`config.mk`:
```
export PLATFORM = sky130hd
export DESIGN_NAME = morse_sequencer_flat
export DESIGN_NICKNAME = d
export VERILOG_FILES = /design/src/rtl/morse_pkg.sv /design/src/rtl/morse_sequencer_if.sv /design/src/rtl/morse_unit_timer.sv /design/src/rtl/morse_sequencer.sv /design/src/flat_wrapper.sv
export SDC_FILE = /design/constraint.sdc
export NUM_CORES = 1
export LEC_CHECK = 0
export CORE_MARGIN = 2
export CORE_UTILIZATION = 53
export CTS_CLUSTER_SIZE = 14
export DETAILED_ROUTE_END_ITERATION = 12
export GPL_TIMING_DRIVEN = 0
export PLACE_DENSITY = 0.75
export SLEW_MARGIN = 15
export SYNTH_ARGS = -nofsm -noshare
export SYNTH_HDL_FRONTEND = slang
export SYNTH_SLANG_ARGS = --single-unit
export TNS_END_PERCENT = 10
```
`constraint.sdc`:
```
create_clock -name clk -period 3.1 [get_ports clk]
set_input_delay 0.465 -clock clk [delete_from_list [all_inputs] [get_ports clk]]
set_output_delay 0.465 -clock clk [all_outputs]
set_load 0.005 [all_outputs]
```
`src/rtl/morse_pkg.sv`:
```
// Shared state encoding and Morse timing constants (in units) for the Morse sequencer.
package morse_pkg;

    typedef enum logic [2:0] {
        StIdle,
        StMark,
        StElemGap,
        StCharGap,
        StWordGap
    } state_e;

    localparam logic [2:0] DotUnits       = 3'd1;
    localparam logic [2:0] DashUnits      = 3'd3;
    localparam logic [2:0] ElemGapUnits   = 3'd1;
    localparam logic [2:0] CharGapUnits   = 3'd3;
    localparam logic [2:0] WordExtraUnits = 3'd4;
    localparam logic [2:0] MaxLen         = 3'd5;

    function automatic logic [2:0] clamp_len(input logic [2:0] len);
        return (len > MaxLen) ? MaxLen : len;
    endfunction

endpackage

```
`src/rtl/morse_sequencer_if.sv`:
```
// Upstream descriptor handshake for the Morse sequencer.
// MORSE_SPEED_CFG_EN adds the per-descriptor speed_div field.
interface morse_sequencer_if #(
    parameter int unsigned DIV_W = 28
);
    logic       sym_valid;
    logic       sym_ready;
    logic [4:0] sym_pattern;
    logic [2:0] sym_len;
    logic       sym_space;
`ifdef MORSE_SPEED_CFG_EN
    logic [DIV_W-1:0] speed_div;

    modport master (output sym_valid, sym_pattern, sym_len, sym_space, speed_div,
                    input sym_ready);
    modport slave  (input sym_valid, sym_pattern, sym_len, sym_space, speed_div,
                    output sym_ready);
`else
    modport master (output sym_valid, sym_pattern, sym_len, sym_space, input sym_ready);
    modport slave  (input sym_valid, sym_pattern, sym_len, sym_space, output sym_ready);
`endif
endinterface

```
`src/rtl/morse_unit_timer.sv`:
```
// Restartable unit-time divider: unit_tick pulses on the last cycle of every unit.
module morse_unit_timer #(
    parameter int unsigned DIV_W = 28
) (
    input  logic             clk,
    input  logic             rst,
    input  logic             restart,
    input  logic [DIV_W-1:0] limit,
    output logic             unit_tick
);

    logic [DIV_W-1:0] cnt_q;

    assign unit_tick = ~restart & (cnt_q == limit - DIV_W'(1));

    always_ff @(posedge clk) begin
        if (rst || restart || unit_tick) begin
            cnt_q <= '0;
        end else begin
            cnt_q <= cnt_q + DIV_W'(1);
        end
    end

endmodule

```
`src/rtl/morse_sequencer.sv`:
```
// Turns one Morse descriptor (or word-space request) into a timed key waveform.
// Define MORSE_SPEED_CFG_EN to take cycles/unit from speed_div at accept time.
module morse_sequencer
    import morse_pkg::*;
#(
    parameter int unsigned DIV_W       = 28,
    parameter int unsigned UNIT_CYCLES = 100000000
) (
    input  logic               clk,
    input  logic               rst,
    morse_sequencer_if.slave   sym,
    output logic               key_out,
    output logic               busy,
    output logic               char_done
);

    state_e           state_q;
    logic             ready_q;
    logic             zero_done_q;
    logic [4:0]       pat_q;
    logic [2:0]       len_q;
    logic [2:0]       elem_q;
    logic [2:0]       phase_q;
    logic [2:0]       phase_len;
    logic [DIV_W-1:0] unit_limit;
    logic             unit_tick;
    logic             timer_restart;
    logic             accept;
    logic             phase_done;
    logic             cur_dash;

`ifdef MORSE_SPEED_CFG_EN
    logic [DIV_W-1:0] div_q;

    always_ff @(posedge clk) begin
        if (rst) begin
            div_q <= DIV_W'(1);
        end else if (accept) begin
            div_q <= (sym.speed_div == '0) ? DIV_W'(1) : sym.speed_div;
        end
    end

    assign unit_limit = div_q;
`else
    assign unit_limit = DIV_W'(UNIT_CYCLES);
`endif

    // Held at zero while idle; every later phase entry coincides with a wrap to zero.
    assign timer_restart = (state_q == StIdle);

    morse_unit_timer #(
        .DIV_W(DIV_W)
    ) u_timer (
        .clk      (clk),
        .rst      (rst),
        .restart  (timer_restart),
        .limit    (unit_limit),
        .unit_tick(unit_tick)
    );

    assign accept        = sym.sym_valid & ready_q;
    assign sym.sym_ready = ready_q;
    assign cur_dash      = pat_q[3'd4 - elem_q];
    assign busy          = (state_q != StIdle);

    always_comb begin
        phase_len = ElemGapUnits;
        unique case (state_q)
            StMark:    phase_len = cur_dash ? DashUnits : DotUnits;
            StCharGap: phase_len = CharGapUnits;
            StWordGap: phase_len = WordExtraUnits;
            default:   phase_len = ElemGapUnits;
        endcase
    end

    assign phase_done = unit_tick & (phase_q == phase_len - 3'd1);
    assign char_done  = zero_done_q |
                        (phase_done & ((state_q == StCharGap) | (state_q == StWordGap)));

    always_ff @(posedge clk) begin
        if (rst) begin
            state_q     <= StIdle;
            key_out     <= 1'b0;
            ready_q     <= 1'b0;
            zero_done_q <= 1'b0;
            pat_q       <= '0;
            len_q       <= '0;
            elem_q      <= '0;
            phase_q     <= '0;
        end else begin
            zero_done_q <= 1'b0;
            if (state_q == StIdle) begin
                if (accept) begin
                    ready_q <= 1'b0;
                    pat_q   <= sym.sym_pattern;
                    len_q   <= clamp_len(sym.sym_len);
                    elem_q  <= '0;
                    phase_q <= '0;
                    if (sym.sym_space) begin
                        state_q <= StWordGap;
                    end else if (sym.sym_len == 3'd0) begin
                        zero_done_q <= 1'b1;
                    end else begin
                        state_q <= StMark;
                        key_out <= 1'b1;
                    end
                end else begin
                    ready_q <= 1'b1;
                end
            end else if (phase_done) begin
                phase_q <= '0;
                case (state_q)
                    StMark: begin
                        key_out <= 1'b0;
                        if (elem_q + 3'd1 == len_q) begin
                            state_q <= StCharGap;
                        end else begin
                            state_q <= StElemGap;
                            elem_q  <= elem_q + 3'd1;
                        end
                    end
                    StElemGap: begin
                        state_q <= StMark;
                        key_out <= 1'b1;
                    end
                    default: begin
                        state_q <= StIdle;
                        ready_q <= 1'b1;
                    end
                endcase
            end else if (unit_tick) begin
                phase_q <= phase_q + 3'd1;
            end
        end
    end

endmodule
```
`src/flat_wrapper.sv`:
```
// flat-port wrapper written by rule: the top's interface ports become plain ports
module morse_sequencer_flat import morse_pkg::*;
#(
    parameter int unsigned DIV_W       = 28,
    parameter int unsigned UNIT_CYCLES = 100000000
)
  (clk, rst, key_out, busy, char_done, sym_sym_valid, sym_sym_pattern, sym_sym_len, sym_sym_space, sym_sym_ready);
  morse_sequencer_if #(.DIV_W(DIV_W)) sym_i ();
  input  logic clk;
  input  logic rst;
  output logic key_out;
  output logic busy;
  output logic char_done;
  input wire logic [$bits(sym_i.sym_valid)-1:0] sym_sym_valid;
  input wire logic [$bits(sym_i.sym_pattern)-1:0] sym_sym_pattern;
  input wire logic [$bits(sym_i.sym_len)-1:0] sym_sym_len;
  input wire logic [$bits(sym_i.sym_space)-1:0] sym_sym_space;
  output wire logic [$bits(sym_i.sym_ready)-1:0] sym_sym_ready;
  assign sym_i.sym_valid = sym_sym_valid;
  assign sym_i.sym_pattern = sym_sym_pattern;
  assign sym_i.sym_len = sym_sym_len;
  assign sym_i.sym_space = sym_sym_space;
  assign sym_sym_ready = sym_i.sym_ready;
  morse_sequencer #(.DIV_W(DIV_W), .UNIT_CYCLES(UNIT_CYCLES)) u_core (.clk(clk), .rst(rst), .sym(sym_i), .key_out(key_out), .busy(busy), .char_done(char_done));
endmodule
```
==> reports/metrics.cfg <==
[synthesis]
avgSynthCellArea_sq_um = 8.83
ys_seq_area_frac = 0.382
synth.distinct_cells = 50
yosysTopAreaCellShare = 0.382
synth_most_common_cell = dfxtp_1
ys_async_sr_fraction = 0
ys_top_cells_by_count = 48 x dfxtp_1, 41 x nor2_1, 24 x xor2_1
synth_edf_count = 0
syn-num-nets = 302
yosys.area.top_type = dfxtp_1
synthFlopType = dfxtp_1
synth.area.top_cells = dfxtp_1 38%, xor2_1 8.4%, nor2_1 6.1%, nand4_1 4.0%, nand2_1 3.4%
yosys_warnings = 0
ys_seq_elements = 48
syn_area_sq_mm = 0.00252
synth_cells = 285

[critical_path]
r2r_start = u_core.elem_q[0]$_SDFFE_PP0P_
cp_max_fo = 2
critPathArrivalTime_ns = 2.76
crit_path_end = char_done
required_ns = 2.63
worstRegToRegCells = 13
worstSetupStartpoint = u_core.elem_q[0]$_SDFFE_PP0P_
r2r_slack_ns = 0.15
path_class = reg -> out
critPathLaunchType = register
worst_setup_path_end_kind = output pin
timing.rr.end = u_core.elem_q[0]$_SDFFE_PP0P_

[clock_tree]
hold_buffers = 0
numCtsBuffers = 5
clkSinkCount = 48
worstSkewPairLatency_ns = 0.30
htreeDepth = 2
cts_tree = built
clkTransAtPathRegs_ns = 0.08
cts_buffer_depth = 2
cts_root_buf = clkbuf_8

[floorplanning]
dieArea_sq_mm = 0.00531
die-width_microns = 72.9
coreArea_sq_mm = 0.00466
row_count = 25
die_height_microns = 72.9
num_io_pins = 16
start_util = 0.540

[finish]
nets = 327
drive_gt1_frac = 0.116
area_growth_pct = 14.0
final_cells = 364
final_cell_area_sq_mm = 0.00287
n_antenna_cell = 0

[placement]
postPlaceCellArea_sq_mm = 0.00272
place_inst = 353
dpl.hpwl_microns = 3640
place_ws_ns = -0.806
io_buffers = 14
place.gp.congestion = 0.795

[timing]
final-hold-violation-count = 0
finalCriticalPeriod_ns = 3.23
tightest_slew_ns = 0.637
fin_crit_sh = 1.04
holdWs_ns = 0.453
fmax_ghz = 0.310
slew_headroom = 0.573
fin_ws_ns = -0.126
rsz0062_at_grt = yes
setup_violations = 1
clock_skew_ns = 0.0125
slew_violations = 0

[power_and_ir_drop]
p_per_area_mw_per_mm2 = 401
power.leakage_nw = 1.01
total_power_mw = 1.15
peakVddDrop_v = 0.000214

[min_path]
hold_path.class = reg -> reg

[job]
maxCapViolations = 0

[route]
routed_wl_microns = 5240
wire_per_inst_microns = 14.4
vias = 2096
ant_nets = 0
drc = 0
first_pass_iters = 4
via_per_inst = 5.76
drt-initial-drc-count = 103

[status]
status = finished, violations left
violations = negative setup slack

[grt]
antenna_found_initial = 0
grt_pass1_wl_microns = 8960
gr-total-overflow = 0
grt_usage = 0.216
grt_start_max_net_pins = 14
first_global_vias = 2006

-- layout make-up --
cell class,instances,area (sq um)
repair buffers,18,169
clock inverters,1,5.00
flip-flops and latches,48,966
clock buffers,6,72.6
well taps,54,67.6
inverters,8,30.0
plain buffers,13,80.1
fillers,443,1790
multi-input cells,216,1480
-- through the flow --
stage | setup TNS (ns) | util
floorplan | 0 | -
global placement | -2.03 | 0.584
detailed placement | -1.88 | 0.584
CTS | -0.149 | 0.614
global route | -0.294 | 0.616
finish | -0.126 | 0.616
-- sequential cells by signal, indices dropped and copies added, names as in the netlist, 3 cells and up --
register              cells
u_core.u_timer.cnt_q     28
u_core.elem_q             3
u_core.phase_q            3
u_core.pat_q              5
u_core.state_q            3
u_core.len_q              3
-- cells in the final DEF (no fill, tap or decap), types with 4 or more instances in the layout --
cell,count
clkbuf_8,6
and4_1,4
clkbuf_1,8
nor4_1,4
a21oi_1,15
nor3_1,5
inv_1,5
nor2_1,41
dfxtp_1,46
ha_1,4
buf_4,4
nand3b_1,4
xnor2_1,7
and3_1,9
clkdlybuf4s50_1,13
nand4_1,16
nand3_1,14
xor2_1,24
nand2_1,23
and2_1,4
-- metal layers --
layer	wire, microns	track usage
met1	2350	0.274
met2	2530	0.351
met3	246	0.0511
met4	109	0.0967
met5	0	0
-- timing repair --
action                                  CTS  global route
resized for setup                        14             1
setup buffers                             4             0
endpoints found under the hold margin     0             0
pin swaps                                 5             2
endpoints found under the setup margin    8             3
-- report_power, final --
part,internal (mW),switching [mW],leakage [nW]
Clock,0.154,0.196,0.0410
Combinational,0.0749,0.0848,0.580
Sequential,0.631,0.0108,0.389
Total,0.859,0.292,1.01
-- logic make-up after synthesis --
family,after synthesis,share of synthesized area
AOI/OAI and AO/OA,28,0.0796
xor gates and xnor gates,33,0.120
adders and majority gates,5,0.0249
buffers and inverters,21,0.0438
DFF,48,0.382
muxes,6,0.0298
and+or+nand+nor,144,0.320
-- worst min-delay path by stage --
| stage | from | endpoint | slack (ns) | cells after the start |
|---|---|---|---|---|
| floorplan | u_core.u_timer.cnt_q[0]$_SDFF_PP0_ | u_core.u_timer.cnt_q[0]$_SDFF_PP0_ | 0.42 | 1 |
| global placement | u_core.u_timer.cnt_q[0]$_SDFF_PP0_ | u_core.u_timer.cnt_q[0]$_SDFF_PP0_ | 0.43 | 1 |
| detailed placement | u_core.u_timer.cnt_q[0]$_SDFF_PP0_ | u_core.u_timer.cnt_q[0]$_SDFF_PP0_ | 0.44 | 1 |
| CTS | u_core.u_timer.cnt_q[0]$_SDFF_PP0_ | u_core.u_timer.cnt_q[0]$_SDFF_PP0_ | 0.46 | 1 |
| global route | u_core.pat_q[3]$_SDFFE_PP0P_ | u_core.pat_q[3]$_SDFFE_PP0P_ | 0.47 | 2 |
| finish | u_core.u_timer.cnt_q[0]$_SDFF_PP0_ | u_core.u_timer.cnt_q[0]$_SDFF_PP0_ | 0.45 | 1 |
-- critical path, stage by stage, from the launching register on --
cell and delay, ns:
dfxtp_4 0.36, inv_2 0.04, ha_4 0.27, mux4_2 0.29, nor2_1 0.10, a21oi_1 0.05, o21ai_1 0.12, ha_1 0.27
xnor2_2 0.16, and4b_1 0.30, o2111ai_4 0.14, o21bai_1 0.20, buf_2 0.15
(Power assumes the default switching activity.)
